**src/rtl/accum_mon_pkg.sv**
```systemverilog
// Shared types and default widths for the accumulator wrap monitor.
package accum_mon_pkg;

  typedef enum logic [1:0] {
    IDLE  = 2'd0,
    TRACK = 2'd1,
    PEND  = 2'd2,
    DONE  = 2'd3
  } state_t;

  localparam int IN_W_DEF   = 4;
  localparam int EXT_W_DEF  = 8;
  localparam int WRAP_W_DEF = EXT_W_DEF - IN_W_DEF;
  localparam int THRESH_DEF = 40;

endpackage

```
**src/rtl/accum_wrap_detect.sv**
```systemverilog
// Remembers the previous accumulator sample and flags a modulo wrap (current sample below previous).
module accum_wrap_detect
  import accum_mon_pkg::*;
#(
  parameter int IN_W = IN_W_DEF
) (
  input  logic            i_clk,
  input  logic            i_reset,
  input  logic            i_clear,
  input  logic [IN_W-1:0] i_y,
  output logic            o_wrap
);

  logic [IN_W-1:0] r_prev;

  // previous-sample register
  always_ff @(posedge i_clk or negedge i_reset) begin
    if (!i_reset) begin
      r_prev <= '0;
    end else if (i_clear) begin
      r_prev <= '0;
    end else begin
      r_prev <= i_y;
    end
  end

  // equal samples are a zero-add, not a full-range wrap
  assign o_wrap = !i_clear && (i_y < r_prev);

endmodule

```
**src/rtl/accum_wrap_monitor.sv**
```systemverilog
// Extends an accumulator sum with a saturating wrap count and raises valid/ready threshold events.
// Define ACCUM_MON_OVERRUN_EN to enable the sticky overrun flag; otherwise overrun is tied low.
module accum_wrap_monitor
  import accum_mon_pkg::*;
#(
  parameter int IN_W   = IN_W_DEF,
  parameter int EXT_W  = EXT_W_DEF,
  parameter int THRESH = THRESH_DEF
) (
  input  logic             clk,
  input  logic             reset,
  input  logic             clear,
  input  logic [IN_W-1:0]  y_in,
  output logic [EXT_W-1:0] ext_sum,
  output logic             sat,
  output logic             out_valid,
  input  logic             out_ready,
  output logic [EXT_W-1:0] out_data,
  output logic             overrun
);

  localparam int             WRAP_W  = EXT_W - IN_W;
  localparam logic [EXT_W:0] STEP    = (EXT_W+1)'(THRESH);
  localparam logic [EXT_W:0] EXT_MAX = {1'b0, {EXT_W{1'b1}}};

  state_t            r_state, w_state_nxt;
  logic [EXT_W-1:0]  r_ext_sum, w_ext_nxt;
  logic              r_sat, w_sat_nxt;
  logic              r_valid, w_valid_nxt;
  logic [EXT_W-1:0]  r_data, w_data_nxt;
  logic [EXT_W:0]    r_target, w_target_nxt;
  logic [EXT_W:0]    w_target_inc;
  logic [WRAP_W-1:0] w_wrap_cnt, w_cnt_inc;
  logic              w_wrap;
  logic              w_ext_ge_tgt;

  accum_wrap_detect #(.IN_W(IN_W)) u_wrap_detect (
    .i_clk   (clk),
    .i_reset (reset),
    .i_clear (clear),
    .i_y     (y_in),
    .o_wrap  (w_wrap)
  );

  assign w_wrap_cnt   = r_ext_sum[EXT_W-1:IN_W];
  assign w_cnt_inc    = w_wrap_cnt + WRAP_W'(1);
  assign w_target_inc = r_target + STEP;
  assign w_ext_ge_tgt = ({1'b0, w_ext_nxt} >= r_target);

  // next extended sum: load in IDLE, freeze once saturated
  always_comb begin
    w_ext_nxt = r_ext_sum;
    w_sat_nxt = r_sat;
    if (r_state == IDLE) begin
      w_ext_nxt = {{WRAP_W{1'b0}}, y_in};
    end else if (r_sat) begin
      w_ext_nxt = r_ext_sum;
    end else if (w_wrap) begin
      if (&w_wrap_cnt) begin
        w_sat_nxt = 1'b1;
        w_ext_nxt = {EXT_W{1'b1}};
      end else begin
        w_ext_nxt = {w_cnt_inc, y_in};
      end
    end else begin
      w_ext_nxt = {w_wrap_cnt, y_in};
    end
  end

`ifdef ACCUM_MON_OVERRUN_EN
  logic r_ovr, w_ovr_nxt;
  logic w_ext_ge_inc;
  assign w_ext_ge_inc = ({1'b0, w_ext_nxt} >= w_target_inc);
  assign overrun      = r_ovr;
`else
  assign overrun = 1'b0;
`endif

  // event FSM next-state and handshake outputs
  always_comb begin
    w_state_nxt  = r_state;
    w_valid_nxt  = r_valid;
    w_data_nxt   = r_data;
    w_target_nxt = r_target;
`ifdef ACCUM_MON_OVERRUN_EN
    w_ovr_nxt    = r_ovr;
`endif
    case (r_state)
      IDLE: w_state_nxt = TRACK;
      TRACK: begin
        if (w_ext_ge_tgt) begin
          w_valid_nxt = 1'b1;
          w_data_nxt  = w_ext_nxt;
          w_state_nxt = PEND;
        end else begin
          w_state_nxt = TRACK;
        end
      end
      PEND: begin
`ifdef ACCUM_MON_OVERRUN_EN
        if (w_ext_ge_inc) begin
          w_ovr_nxt = 1'b1;
        end else begin
          w_ovr_nxt = r_ovr;
        end
`endif
        // the new target is only compared from TRACK, so a re-fire waits one cycle
        if (r_valid && out_ready) begin
          w_valid_nxt  = 1'b0;
          w_target_nxt = w_target_inc;
          w_state_nxt  = (w_target_inc > EXT_MAX) ? DONE : TRACK;
        end else begin
          w_state_nxt = PEND;
        end
      end
      DONE:    w_state_nxt = DONE;
      default: w_state_nxt = IDLE;
    endcase
  end

  // FSM state register
  always_ff @(posedge clk or negedge reset) begin
    if (!reset) begin
      r_state <= IDLE;
    end else if (clear) begin
      r_state <= IDLE;
    end else begin
      r_state <= w_state_nxt;
    end
  end

  // datapath and output registers
  always_ff @(posedge clk or negedge reset) begin
    if (!reset) begin
      r_ext_sum <= '0;
      r_sat     <= 1'b0;
      r_valid   <= 1'b0;
      r_data    <= '0;
      r_target  <= STEP;
`ifdef ACCUM_MON_OVERRUN_EN
      r_ovr     <= 1'b0;
`endif
    end else if (clear) begin
      r_ext_sum <= '0;
      r_sat     <= 1'b0;
      r_valid   <= 1'b0;
      r_data    <= '0;
      r_target  <= STEP;
`ifdef ACCUM_MON_OVERRUN_EN
      r_ovr     <= 1'b0;
`endif
    end else begin
      r_ext_sum <= w_ext_nxt;
      r_sat     <= w_sat_nxt;
      r_valid   <= w_valid_nxt;
      r_data    <= w_data_nxt;
      r_target  <= w_target_nxt;
`ifdef ACCUM_MON_OVERRUN_EN
      r_ovr     <= w_ovr_nxt;
`endif
    end
  end

  assign ext_sum   = r_ext_sum;
  assign sat       = r_sat;
  assign out_valid = r_valid;
  assign out_data  = r_data;

endmodule

```
**config.mk**
```make
export PLATFORM = sky130hd
export DESIGN_NAME = accum_wrap_monitor
export DESIGN_NICKNAME = d
export VERILOG_FILES = /design/src/rtl/accum_mon_pkg.sv /design/src/rtl/accum_wrap_detect.sv /design/src/rtl/accum_wrap_monitor.sv
export SDC_FILE = /design/constraint.sdc
export NUM_CORES = 1
export LEC_CHECK = 0
export ABC_AREA = 1
export CELL_PAD_IN_SITES_DETAIL_PLACEMENT = 1
export CELL_PAD_IN_SITES_GLOBAL_PLACEMENT = 1
export CORE_ASPECT_RATIO = 0.6
export CORE_MARGIN = 4
export CORE_UTILIZATION = 36
export CTS_BUF_LIST = sky130_fd_sc_hd__clkbuf_8
export CTS_CLUSTER_SIZE = 40
export DETAILED_ROUTE_END_ITERATION = 8
export GPL_TIMING_DRIVEN = 0
export PLACE_DENSITY = 0.83
export SYNTH_ARGS = -nofsm -noshare
export SYNTH_HDL_FRONTEND = slang
export SYNTH_SLANG_ARGS = --single-unit
```
**constraint.sdc**
```tcl
create_clock -name clk -period 2.2 [get_ports clk]
set_input_delay 0.55 -clock clk [delete_from_list [all_inputs] [get_ports clk]]
set_output_delay 0.55 -clock clk [all_outputs]
set_load 0.1 [all_outputs]
```
==> results.json <==
{
  "p_seq_share_pct": 38.8,
  "drtPass1Iterations": 4,
  "synth-compound-area-share_pct": 7.53,
  "min_period_ps": 2570,
  "synth_cells": 218,
  "maxSlewHeadroom_pct": 32.4,
  "setup_ws_ps": -370,
  "synth-seq-cells": 30,
  "grt_pass1_wl_mm": 9.31,
  "p_int_w": 0.000954,
  "grt_max_degree": 31,
  "die_area_um2": 5910,
  "std_cell_rows": 19,
  "max_freq_mhz": 389,
  "antenna_found_initial": 0,
  "clock-sinks": 30,
  "synth.top_cells.by_area": "dfrtp_1 (41%), nand2_1 (14%), inv_1 (8.9%)",
  "dp_hpwl_mm": 3.42,
  "cts.hold.buffers_added": 0,
  "grt_overflow": 0,
  "status": "complete, but fails checks",
  "synthArstFlopShare_pct": 100,
  "worstPathArrival_ps": 2760,
  "synth_edf_count": 0,
  "violations": "negative setup slack",
  "p_sw_share_pct": 38.1,
  "worstSetupEndpointType": "register",
  "fill_cells": 566,
  "clk_latency_ps": 310,
  "port_buffers": 24,
  "num_io_pins": 27,
  "worstMarginPinSlew_ps": 1020,
  "r2r_start": "u_wrap_detect.r_prev[1]",
  "cp.required_ps": 2390,
  "ir_drop_mv": 0.391,
  "yosysWarningCount": 0,
  "layout-drive-gt1-share_pct": 38.7,
  "p_sw_w": 0.000588,
  "gp_congestion": 0.783,
  "finalHoldViolations": 0,
  "gr-usage-all-layers_pct": 21.6,
  "report.final.slew_viol_count": 0,
  "drc": 0,
  "pwr-share-comb_pct": 28.3,
  "synth_top_area_share_pct": 41.3,
  "post_drt_wl_per_cell_um": 18.3,
  "syn2layout_area_growth_pct": 49.7,
  "register_area_um2": 767,
  "multi_input_area_um2": 982,
  "start_kind": "register",
  "cts_tree": "done",
  "synth_top_family_by_area": "simple AND/OR/NAND/NOR gates",
  "syn_area_um2": 1700,
  "ys_types": 31,
  "cap_violations": 0,
  "synth_mux_area_share_pct": 0,
  "setup-violations-final": 12,
  "nets": 291,
  "syn_avg_cell_area_um2": 7.78,
  "clk_path_buf_depth": 2,
  "drtIter0Drc": 96,
  "crit_path_start": "u_wrap_detect.r_prev[1]",
  "static-leakage-power_nw": 1.34,
  "ant_nets": 0,
  "period_share_pct": 117,
  "vias": 1684,
  "syn_nets": 236,
  "synth-simple-area-share_pct": 28.9,
  "synthAdderAreaFrac_pct": 7.38,
  "grt_pass1_vias": 1832,
  "start_util_pct": 37.1,
  "crit_type": "register to register",
  "n_antenna_cell": 0,
  "core-area_um2": 4560,
  "die_w_um": 96.6,
  "synthXorXnorAreaFrac_pct": 0.517,
  "cts_root_buf": "clkbuf_8",
  "viasPerCell": 5.00,
  "tns_ps": -3530,
  "dp_slack_ps": -1130,
  "htree_num_levels": 2,
  "fin_skew_ps": 10.4,
  "holdWs_ps": 288,
  "rsz0062_at_grt": "yes",
  "die_height_um": 61.2,
  "drt_wl_total_mm": 6.18,
  "cts_buffers": 5,
  "yosys.area.top_type": "dfrtp_1",
  "clk_pin_slew_worst_paths_ps": 80,
  "seq_area_frac_synth_pct": 44.4,
  "synthFlopType": "dfrtp_1",
  "powerDensity_nw_per_um2": 607,
  "hold_class": "primary input to asynchronous set/reset pin",
  "power.share.clock_pct": 32.9,
  "path_max_fanout": 6
}
-- path summary, 6_finish.rpt --
kind / to / slack [ps] / cells after the start
max in group asynchronous: ext_sum[4] / 1380 / 1
min in group clk: ext_sum[5] / 470 / 2
setup reg to reg: out_data[6] / -370 / 22
hold / removal: out_data[0] / 290 / 1
hold reg to reg: r_target[5] / 500 / 2
setup / recovery: out_data[6] / -370 / 22
-- metal layers --
| metal | vias up | share of wire [%] | track usage, % |
|---|---|---|---|
| li1 | 789 | - | - |
| met1 | 826 | 46 | 29.6 |
| met2 | 52 | 46 | 33.4 |
| met3 | 17 | 4.6 | 7.08 |
| met4 | 0 | 4.0 | 5.39 |
| met5 | - | 0 | 0 |
-- state kept, by name (all words and copies together), names as in the netlist --
name	count
ext_sum	8
out_data	8
r_target	6
u_wrap_detect.r_prev	4
r_state	2
out_valid	1
sat	1
-- kinds of logic (layout without fill, tap and decap cells) --
family	count (synthesis)	after routing
and+or+nand+nor	110	110
buffers and inverters	46	102
DFF	30	30
AOI/OAI and AO/OA	20	20
adders and majority gates	10	10
other	1	1
xor gates and xnor gates	1	1
-- power by group through the flow --
stage,sequential [W],combinational (W),clock (W)
6_report,0.000599,0.000437,0.000506
5_1_grt,0.000603,0.000469,0.000547
4_1_cts,0.000596,0.000384,0.000491
3_5_place_dp,0.000605,0.000341,0
3_3_place_gp,0.000605,0.000335,0
2_1_floorplan,0.000709,0.000140,0
-- cells in the mapped netlist (2+ instances only) --
master and n:
nor3_1 5, a211oi_1 3, nor2_1 20, nand3_1 8, nand2_1 61, inv_1 40, a21oi_1 6, nand4_1 7
dfstp_2 2, o21ai_0 6, dfrtp_1 28, ha_1 10, nand2_2 4
-- worst max-delay path: stages (launching register included) --
cell and delay [ps]:
dfrtp_1 370, inv_2 50, ha_4 280, nand2_4 60, nand2_4 80, nand2_4 70, nand3_2 100, nand2_2 80
nand2_4 80, nand2_4 70, nand2_4 100, inv_2 40, ha_1 270, nand2_1 80, nand3_1 60, nand2_1 70
nand2_1 50, nand2_1 70, nand2_2 70, nand2_4 110, nand2_8 80, nand4_1 140, nand2_1 70
-- through the flow --
| stage | cell area [µm²] | instances | util [%] | total power (W) |
|---|---|---|---|---|
| 2_1_floorplan | 1780 | 218 | - | 0.000850 |
| 3_3_place_gp | 2100 | 305 | 46.0 | 0.000940 |
| 3_5_place_dp | 2090 | 305 | 45.9 | 0.000947 |
| 4_1_cts | 2430 | 336 | 53.2 | 0.00147 |
| 5_1_grt | 2540 | 337 | 55.6 | 0.00162 |
| 6_report | 2540 | 337 | 55.6 | 0.00154 |
-- area by class of cell --
type,instances,share of cell area [%]
Buffer,4,1.08
Timing Repair Buffer,48,16.0
Sequential cell,30,30.2
Clock inverter,2,0.493
Multi-Input combinational cell,142,38.7
Tap cell,63,3.10
Inverter,42,7.15
Clock buffer,6,3.25
-- timing repair --
action | CTS | global route
buffers inserted | 23 | 7
gates resized for setup | 70 | 26
endpoints found under the setup margin | 29 | 13
endpoints found under the hold margin | 0 | 0
pin swaps | 20 | 9
-- cell usage in the layout, fill, tap and decap left out, types with 3 or more instances in the layout --
cell	n
inv_2	8
nand2_1	36
a21oi_1	5
nand3_1	7
inv_1	29
buf_4	17
dlygate4sd2_1	19
nand4_1	7
inv_4	3
ha_4	4
dfrtp_4	3
clkbuf_8	6
nor3_1	4
dfrtp_1	23
nor2_2	3
nand2_2	18
buf_2	5
nand2_4	10
nor2_1	17
buf_6	9
ha_1	6
o21ai_0	5
a211oi_1	3
Note: power is estimated with default switching activity, not from simulation.
